===== src/rtl/disp_scan_ctrl_pkg.sv =====
// disp_scan_ctrl_pkg: segment constants, hex-to-segment lookup and the
// glyph priority rule shared by the scan controller and its decoder.
// Segment vectors are {g,f,e,d,c,b,a}, active-low.
package disp_scan_ctrl_pkg;

  localparam logic [6:0] SEG_OFF = 7'h7F;
  localparam logic [6:0] SEG_ERR = 7'b0000110;

  typedef enum logic [1:0] {
    GLYPH_HEX   = 2'd0,
    GLYPH_ERR   = 2'd1,
    GLYPH_BLANK = 2'd2
  } glyph_e;

  // Active-low segment pattern for a hex nibble.
  function automatic logic [6:0] hex_to_seg(input logic [3:0] nib);
    logic [6:0] s;
    case (nib)
      4'h0: s = 7'h40;
      4'h1: s = 7'h79;
      4'h2: s = 7'h24;
      4'h3: s = 7'h30;
      4'h4: s = 7'h19;
      4'h5: s = 7'h12;
      4'h6: s = 7'h02;
      4'h7: s = 7'h78;
      4'h8: s = 7'h00;
      4'h9: s = 7'h10;
      4'hA: s = 7'h08;
      4'hB: s = 7'h03;
      4'hC: s = 7'h46;
      4'hD: s = 7'h21;
      4'hE: s = 7'h06;
      default: s = 7'h0E;
    endcase
    return s;
  endfunction

  // Blank wins over error, error wins over the hex value.
  function automatic glyph_e glyph_sel(input logic blank, input logic err);
    glyph_e g;
    if (blank)    g = GLYPH_BLANK;
    else if (err) g = GLYPH_ERR;
    else          g = GLYPH_HEX;
    return g;
  endfunction

endpackage


===== src/rtl/disp_scan_ctrl_if.sv =====
// disp_scan_ctrl_if: digit data, load/ack handshake, brightness and the
// board-pin outputs of the scan controller. The blink mask exists only
// when DISP_BLINK_EN is defined.
interface disp_scan_ctrl_if #(
  parameter int N_DIGITS = 4,
  parameter int BRIGHT_W = 2
);
  logic [4*N_DIGITS-1:0] digits;
  logic [N_DIGITS-1:0]   error;
  logic [N_DIGITS-1:0]   dec_point;
  logic [N_DIGITS-1:0]   blank;
`ifdef DISP_BLINK_EN
  logic [N_DIGITS-1:0]   blink;
`endif
  logic                  load;
  logic [BRIGHT_W-1:0]   brightness;
  logic                  load_ack;
  logic                  frame_tick;
  logic [7:0]            seg_n;
  logic [N_DIGITS-1:0]   dig_n;

`ifdef DISP_BLINK_EN
  modport master (
    output digits, error, dec_point, blank, blink, load, brightness,
    input  load_ack, frame_tick, seg_n, dig_n
  );
  modport slave (
    input  digits, error, dec_point, blank, blink, load, brightness,
    output load_ack, frame_tick, seg_n, dig_n
  );
`else
  modport master (
    output digits, error, dec_point, blank, load, brightness,
    input  load_ack, frame_tick, seg_n, dig_n
  );
  modport slave (
    input  digits, error, dec_point, blank, load, brightness,
    output load_ack, frame_tick, seg_n, dig_n
  );
`endif

endinterface


===== src/rtl/disp_scan_ctrl_seg7_decode.sv =====
// seg7_decode: combinational nibble/error/blank to 7-segment (active-low)
// decoder applying the blank > error > hex priority.
module seg7_decode
  import disp_scan_ctrl_pkg::*;
(
  input  logic [3:0] nibble,
  input  logic       error,
  input  logic       blank,
  output logic [6:0] seg
);

  // Select glyph by priority and look up its segment pattern.
  always_comb begin
    seg = SEG_OFF;
    case (glyph_sel(blank, error))
      GLYPH_BLANK: seg = SEG_OFF;
      GLYPH_ERR:   seg = SEG_ERR;
      default:     seg = hex_to_seg(nibble);
    endcase
  end

endmodule


===== src/rtl/disp_scan_ctrl.sv =====
// disp_scan_ctrl: time-multiplexed 7-segment scan controller.
// N_DIGITS digits, 2**SLOT_W clocks per digit slot, per-slot PWM brightness,
// double-buffered digit data with load/load_ack handshake.
// Optional feature macro: DISP_BLINK_EN (blink mask + frame counter).
module disp_scan_ctrl
  import disp_scan_ctrl_pkg::*;
#(
  parameter int N_DIGITS = 4,
  parameter int SLOT_W   = 16,
  parameter int BRIGHT_W = 2
`ifdef DISP_BLINK_EN
  ,
  parameter int BLINK_FR = 32
`endif
) (
  input  logic           clk,
  input  logic           reset,
  disp_scan_ctrl_if.slave bus
);

  localparam int IDX_W = (N_DIGITS > 1) ? $clog2(N_DIGITS) : 1;

  logic [SLOT_W-1:0]     cnt;
  logic [IDX_W-1:0]      idx;
  logic                  slot_end;
  logic                  frame_end;

  logic [4*N_DIGITS-1:0] pend_digits;
  logic [N_DIGITS-1:0]   pend_error;
  logic [N_DIGITS-1:0]   pend_dp;
  logic [N_DIGITS-1:0]   pend_blank;
  logic                  pend_vld;
  logic                  apply;

  logic [4*N_DIGITS-1:0] act_digits;
  logic [N_DIGITS-1:0]   act_error;
  logic [N_DIGITS-1:0]   act_dp;
  logic [N_DIGITS-1:0]   act_blank;

  logic                  blink_kill;
  logic                  glyph_blank;
  logic [3:0]            cur_nib;
  logic [6:0]            seg_raw;
  logic                  dp_n;
  logic [BRIGHT_W-1:0]   pwm_top;
  logic                  lit;

  logic [7:0]            seg_n_p1;
  logic [N_DIGITS-1:0]   dig_n_p1;
  logic                  load_ack_p1;
  logic                  frame_tick_p1;

  assign slot_end  = &cnt;
  assign frame_end = slot_end && (idx == IDX_W'(N_DIGITS - 1));
  assign apply     = frame_end && pend_vld;

  // Slot counter and digit index; idx steps once per slot and wraps per frame.
  always_ff @(posedge clk) begin
    if (reset) begin
      cnt <= '0;
      idx <= '0;
    end else begin
      cnt <= cnt + 1'b1;
      if (slot_end)
        idx <= (idx == IDX_W'(N_DIGITS - 1)) ? '0 : idx + 1'b1;
    end
  end

  // Pending buffer data: last load wins until the next frame boundary.
  always_ff @(posedge clk) begin
    if (bus.load) begin
      pend_digits <= bus.digits;
      pend_error  <= bus.error;
      pend_dp     <= bus.dec_point;
      pend_blank  <= bus.blank;
    end
  end

  // Pending-valid flag; a load on the frame boundary stays pending for the next frame.
  always_ff @(posedge clk) begin
    if (reset)
      pend_vld <= 1'b0;
    else if (bus.load)
      pend_vld <= 1'b1;
    else if (frame_end)
      pend_vld <= 1'b0;
  end

  // Active buffer: swapped in only at a frame wrap so a frame never tears.
  always_ff @(posedge clk) begin
    if (reset) begin
      act_blank <= '1;
    end else if (apply) begin
      act_digits <= pend_digits;
      act_error  <= pend_error;
      act_dp     <= pend_dp;
      act_blank  <= pend_blank;
    end
  end

`ifdef DISP_BLINK_EN
  localparam int FR_W = (BLINK_FR > 1) ? $clog2(BLINK_FR) : 1;

  logic [N_DIGITS-1:0] pend_blink;
  logic [N_DIGITS-1:0] act_blink;
  logic [FR_W-1:0]     fr_cnt;
  logic                phase;

  // Blink mask travels with the rest of the digit data.
  always_ff @(posedge clk) begin
    if (bus.load)
      pend_blink <= bus.blink;
  end

  // Active blink mask, cleared by reset so nothing blinks before a load.
  always_ff @(posedge clk) begin
    if (reset)
      act_blink <= '0;
    else if (apply)
      act_blink <= pend_blink;
  end

  // Frame counter toggling the blink phase every BLINK_FR frames.
  always_ff @(posedge clk) begin
    if (reset) begin
      fr_cnt <= '0;
      phase  <= 1'b0;
    end else if (frame_end) begin
      if (fr_cnt == FR_W'(BLINK_FR - 1)) begin
        fr_cnt <= '0;
        phase  <= ~phase;
      end else begin
        fr_cnt <= fr_cnt + 1'b1;
      end
    end
  end

  assign blink_kill = phase & act_blink[idx];
`else
  assign blink_kill = 1'b0;
`endif

  assign glyph_blank = act_blank[idx] | blink_kill;
  assign cur_nib     = act_digits[{idx, 2'b00} +: 4];
  assign dp_n        = glyph_blank | ~act_dp[idx];

  seg7_decode u_dec (
    .nibble (cur_nib),
    .error  (act_error[idx]),
    .blank  (glyph_blank),
    .seg    (seg_raw)
  );

  // PWM window: compare the top slot-counter bits against the live brightness.
  assign pwm_top = cnt[SLOT_W-1 -: BRIGHT_W];
  assign lit     = (&bus.brightness) || (pwm_top < bus.brightness);

  // Pin register: segments and digit enables change on the same edge.
  always_ff @(posedge clk) begin
    if (reset) begin
      seg_n_p1 <= 8'hFF;
      dig_n_p1 <= '1;
    end else if (lit) begin
      seg_n_p1 <= {dp_n, seg_raw};
      dig_n_p1 <= ~(N_DIGITS'(1) << idx);
    end else begin
      seg_n_p1 <= 8'hFF;
      dig_n_p1 <= '1;
    end
  end

  // Single-cycle status pulses, one cycle after the frame boundary.
  always_ff @(posedge clk) begin
    if (reset) begin
      load_ack_p1   <= 1'b0;
      frame_tick_p1 <= 1'b0;
    end else begin
      load_ack_p1   <= apply;
      frame_tick_p1 <= frame_end;
    end
  end

  assign bus.seg_n      = seg_n_p1;
  assign bus.dig_n      = dig_n_p1;
  assign bus.load_ack   = load_ack_p1;
  assign bus.frame_tick = frame_tick_p1;

endmodule

===== src/flat_wrapper.sv =====
// flat-port wrapper written by rule: the top's interface ports become plain ports
module disp_scan_ctrl_flat import disp_scan_ctrl_pkg::*;
#(
  parameter int N_DIGITS = 4,
  parameter int SLOT_W   = 16,
  parameter int BRIGHT_W = 2

)
  (clk, reset, bus_digits, bus_error, bus_dec_point, bus_blank, bus_load, bus_brightness, bus_load_ack, bus_frame_tick, bus_seg_n, bus_dig_n);
  disp_scan_ctrl_if #(.N_DIGITS(N_DIGITS), .BRIGHT_W(BRIGHT_W)) bus_i ();
  input  logic clk;
  input  logic reset;
  input wire logic [$bits(bus_i.digits)-1:0] bus_digits;
  input wire logic [$bits(bus_i.error)-1:0] bus_error;
  input wire logic [$bits(bus_i.dec_point)-1:0] bus_dec_point;
  input wire logic [$bits(bus_i.blank)-1:0] bus_blank;
  input wire logic [$bits(bus_i.load)-1:0] bus_load;
  input wire logic [$bits(bus_i.brightness)-1:0] bus_brightness;
  output wire logic [$bits(bus_i.load_ack)-1:0] bus_load_ack;
  output wire logic [$bits(bus_i.frame_tick)-1:0] bus_frame_tick;
  output wire logic [$bits(bus_i.seg_n)-1:0] bus_seg_n;
  output wire logic [$bits(bus_i.dig_n)-1:0] bus_dig_n;
  assign bus_i.digits = bus_digits;
  assign bus_i.error = bus_error;
  assign bus_i.dec_point = bus_dec_point;
  assign bus_i.blank = bus_blank;
  assign bus_i.load = bus_load;
  assign bus_i.brightness = bus_brightness;
  assign bus_load_ack = bus_i.load_ack;
  assign bus_frame_tick = bus_i.frame_tick;
  assign bus_seg_n = bus_i.seg_n;
  assign bus_dig_n = bus_i.dig_n;
  disp_scan_ctrl #(.N_DIGITS(N_DIGITS), .SLOT_W(SLOT_W), .BRIGHT_W(BRIGHT_W)) u_core (.clk(clk), .reset(reset), .bus(bus_i));
endmodule

===== config.mk =====
export PLATFORM = sky130hd
export DESIGN_NAME = disp_scan_ctrl_flat
export DESIGN_NICKNAME = d
export VERILOG_FILES = /design/src/rtl/disp_scan_ctrl_pkg.sv /design/src/rtl/disp_scan_ctrl_if.sv /design/src/rtl/disp_scan_ctrl_seg7_decode.sv /design/src/rtl/disp_scan_ctrl.sv /design/src/flat_wrapper.sv
export SDC_FILE = /design/constraint.sdc
export NUM_CORES = 1
export LEC_CHECK = 0
export CAP_MARGIN = 20
export CORE_UTILIZATION = 60
export DETAILED_ROUTE_END_ITERATION = 10
export DONT_BUFFER_PORTS = 1
export PLACE_DENSITY = 0.76
export SKIP_LAST_GASP = 1
export SYNTH_ARGS = -nofsm -noshare
export SYNTH_HDL_FRONTEND = slang
export SYNTH_HIERARCHICAL = 1
export SYNTH_SLANG_ARGS = --single-unit

===== constraint.sdc =====
create_clock -name clk -period 4.39 [get_ports clk]
set_input_delay 1.317 -clock clk [delete_from_list [all_inputs] [get_ports clk]]
set_output_delay 1.317 -clock clk [all_outputs]
set_load 0.01 [all_outputs]

==> tab_implementation.tex <==
\begin{tabular}{lr}
\hline
Metric & Value \\
\hline
\multicolumn{2}{l}{\textbf{Power and ir drop}} \\
Sequential fraction of design power & 65.0\% \\
Combinational cell fraction of total power & 0.8\% \\
Pleak & 1.28 nW \\
Cell internal pwr & between 1 and 1.5 mW \\
Switching share of power & 20.6\% \\
Clock group share of total power & 34.2\% \\
Net switching power & 291 µW \\
Max IR drop VDD & 0.428 mV \\
Areal power density over the cells & 378 nW/µm² \\
\multicolumn{2}{l}{\textbf{Setup path}} \\
CP top delay family & flip-flops \\
CP cell instances & mux4\_2, inv\_1, ha\_1, nor2\_1, nand3b\_1, o211ai\_1, nand2b\_1 \\
Worst path buffer plus inverter count & 1 \\
Required arrival time at the worst endpoint & 4.59 ns \\
FF-to-FF path depth & 7 \\
Crit. End Element & flip-flop \\
Startpoint type of the worst setup path & flip-flop \\
Worst Path Class, Setup & flip-flop to flip-flop \\
Source of the worst register-to-register timing path & u\_core/idx[0] \\
Slowest library cell on the worst path & sky130\_fd\_sc\_hd\_\_dfxtp\_1 \\
Setup slack on the worst flop-to-flop path & around 1.9 ns \\
Crit path arrival time & approximately 2.7 ns \\
Max Fanout on Critical Path & 12 \\
Endpoint of the most critical register-to-register path & u\_core/bus.seg\_n[1] \\
Maximum cell stage delay along the critical path & approximately 0.72 ns \\
\multicolumn{2}{l}{\textbf{GRT}} \\
GRT Residual Overflow & 0 \\
Met3 track utilization from global routing & 5.81\% \\
Antenna violations before repair & 0 \\
GR met2 Demand/Resource & about a quarter \\
Busiest metal layer after global routing & met2 \\
Maximum number of pins on one net before global-route repair & 30 \\
Number of global-route vias before repair & around 1700 \\
First-pass GRT wire length & 7.94 mm \\
Met1 Usage GRT & 22.7\% \\
All-Layer GR Usage & between 10\% and 20\% \\
\multicolumn{2}{l}{\textbf{Logic synthesis}} \\
Area contributors post-synth & sky130\_fd\_sc\_hd\_\_edfxtp\_1 44\%, sky130\_fd\_sc\_hd\_\_dfxtp\_1 21\%, sky130\_fd\_sc\_hd\_\_ha\_1 4.6\% \\
Portion of the post-synthesis area used by sequential elements & between 60\% and 70\% \\
Area leader, netlist & sky130\_fd\_sc\_hd\_\_edfxtp\_1 \\
Mean cell area of the mapped netlist & around 14 µm² \\
Distinct cell type count of the synthesized netlist & 41 \\
Count leader, synth & sky130\_fd\_sc\_hd\_\_edfxtp\_1 \\
Synthesized instance count & 257 \\
Synth cell count leaders & 52 x sky130\_fd\_sc\_hd\_\_edfxtp\_1, 37 x sky130\_fd\_sc\_hd\_\_dfxtp\_1, 22 x sky130\_fd\_sc\_hd\_\_nor2\_1 \\
Register bit count reported by yosys & 89 \\
Count of warnings emitted by yosys & 6 \\
Share of synthesized flip-flops with an asynchronous set or reset & 0\% \\
EDFF count, synth & 52 \\
Post-synthesis instance area & 3510 µm² \\
Number of nets produced by synthesis & 303 \\
Top FF cell, synth & sky130\_fd\_sc\_hd\_\_edfxtp\_1 \\
Top cell type's share of synthesized area & approximately 44\% \\
\multicolumn{2}{l}{\textbf{Clock tree}} \\
CTS Root Cell & sky130\_fd\_sc\_hd\_\_clkbuf\_8 \\
CTS clock-pin slew for the worst setup and hold paths & 0.09 ns \\
CTS tree & yes \\
Buffers from clock root to sink, at most & 2 \\
H-tree lvl count & 3 \\
CTS Hold Buffers Added & 0 \\
TritonCTS Buffers & 9 \\
Number of instances resized during post-cts repair & 0 \\
Clk\_lat worst skew & 0.34 ns \\
Setup Buffers After CTS & 0 \\
CTS Sinks & 89 \\
\multicolumn{2}{l}{\textbf{Floorplanning}} \\
Horizontal die dimension & about 79 µm \\
Initial cell density of the core & 63.0\% \\
Die span in y & 78.5 µm \\
Floorplan Core Area & approximately 5600 µm² \\
Number of rows in the core area & 27 \\
Die area & just over 6000 µm² \\
I/O pin cnt & 47 \\
\multicolumn{2}{l}{\textbf{Detailed routing}} \\
Total routed wirelength & 4.95 mm \\
Detail-routed via count per cell & 5.60 \\
Vias & 1880 \\
Routed length per instance & roughly 15 µm \\
Starting DRT DRC Count & 88 \\
Post-detailed-route DRC marker count & 0 \\
Initial DRT Pass Iterations & 4 \\
DRT antenna net count & 0 \\
\multicolumn{2}{l}{\textbf{Finish}} \\
Multi-input gate area in the final layout & 1130 µm² \\
Inserted Diodes & 0 \\
Sequential cell area in the final layout & 2300 µm² \\
Number of nets in the finished design & 305 \\
Fillers & 405 \\
Layout cells sized above 1 & between 10\% and 20\% \\
Layout overhead on the synthesized area & 6.45\% \\
\multicolumn{2}{l}{\textbf{Timing}} \\
Highest Clock Rate & 0.409 GHz \\
Max Clock Skew & approximately 0.0076 ns \\
Final Critical Period & 2.44 ns \\
Worst Tran Pin Value & approximately 0.84 ns \\
Final Slew Violations & 0 \\
Setup repair after global routing missed its margin & false \\
Tightest hold margin & 0.423 ns \\
Final Cycle Share & 55.7\% \\
Final total negative setup slack & 0 ns \\
Number of setup violations in the final report & 0 \\
Final setup slack of the worst path & 1.95 ns \\
Total count of hold-check failures in the final report & 0 \\
Max\_slew headroom & 44.2\% \\
\multicolumn{2}{l}{\textbf{Hold path}} \\
Hold Crit Endpoint & u\_core/act\_digits[8] \\
Min-delay worst type & flip-flop to flip-flop \\
Hold path depth & 0 \\
Worst Min Path Start & u\_core/pend\_digits[8] \\
\multicolumn{2}{l}{\textbf{Placement}} \\
Number of port buffers & 0 \\
Worst slack at placement & 1.48 ns \\
HPWL reported at the end of detailed placement & 3.41 mm \\
Final RePlAce weighted congestion & approximately 0.80 \\
\multicolumn{2}{l}{\textbf{Flow run}} \\
Maxcap violations & 0 \\
\multicolumn{2}{l}{\textbf{Run status}} \\
Result of the run & completed \\
\hline
\end{tabular}
==> power groups by stage <==
stage / logic [mW] / clock network [mW] / registers (mW)
6_report: 0.0109 / 0.484 / 0.919
4_1_cts: 0.0110 / 0.494 / 0.920
2_1_floorplan: 0.0139 / 0 / 0.935
3_3_place_gp: 0.0106 / 0 / 0.938
5_1_grt: 0.0124 / 0.531 / 0.923
3_5_place_dp: 0.0110 / 0 / 0.939
==> area by class of cell <==
cell class	count	area share, %
sequential	89	61.6
multi-input combinational	149	30.2
clock buffer	10	3.41
tap	72	2.41
clock inverter	6	1.14
inverter	9	0.904
timing repair buffer	1	0.402
==> flip-flops by register name, summed over array words and instances, names as in the netlist <==
register               flops
u_core/act_blank           4
u_core/act_digits         16
u_core/act_dp              4
u_core/act_error           4
u_core/bus.dig_n           4
u_core/bus.frame_tick      1
u_core/bus.load_ack        1
u_core/bus.seg_n           8
u_core/cnt                16
u_core/idx                 2
u_core/pend_blank          4
u_core/pend_digits        16
u_core/pend_dp             4
u_core/pend_error          4
u_core/pend_vld            1
==> cell families after synthesis <==
family	Yosys count	synth area share, %
flip-flops	89	65.6
buffers and inverters	19	2.42
AND/OR/NAND/NOR	81	12.4
multiplexers	11	5.74
adder cells (fa/ha/maj)	13	4.63
AO/OA/AOI/OAI	31	6.06
XOR/XNOR	13	3.24
==> layer usage <==
metal  vias up  routed length [µm]
met1       874                2400
li1        942                   -
met2        58                2180
met3         6                 302
met5         -                   0
met4         0                  72
==> placed cells by master, fill, tap and decap left out, drive strengths merged, types with 2 or more instances in the layout <==
master,synthesis,final
nand3b,2,2
ha,13,13
edfxtp,52,52
nor2b,2,2
and3,2,2
o21bai,2,2
dfxtp,37,37
nand2,14,14
a41o,4,4
inv,9,11
nor4,6,6
mux4,7,7
mux2,3,3
o211ai,2,2
nor2,22,22
xnor2,9,9
and4,2,2
a21o,5,5
nor3,3,3
nand4,4,4
clkbuf,4,10
o21ai,7,7
xor2,4,4
nand3,9,9
nand2b,9,9
or3,3,3
clkinv,0,4
a21oi,9,9
==> worst max path at each step <==
stage                        from              endpoint  slack (ns)  depth (start not counted)
floorplan                   reset  u_core/act_digits[0]        1.22                          3
global placement    u_core/idx[0]  u_core/act_digits[2]        1.60                          4
detailed placement  u_core/idx[0]  u_core/act_digits[6]        1.48                          4
CTS                 u_core/idx[0]  u_core/act_digits[6]        1.46                          4
global route        u_core/idx[0]   u_core/bus.seg_n[1]        1.73                          7
finish              u_core/idx[0]   u_core/bus.seg_n[1]        1.95                          7
==> metrics by stage <==
step / instance area, µm² / power [mW] / util, % / cells
2_1_floorplan: 3510 / 0.948 / - / 257
3_3_place_gp: 3550 / 0.949 / 63.7 / 319
3_5_place_dp: 3550 / 0.950 / 63.7 / 319
4_1_cts: 3720 / 1.42 / 66.8 / 335
5_1_grt: 3740 / 1.47 / 67.1 / 336
6_report: 3740 / 1.41 / 67.1 / 336
(Power assumes the default switching activity.)
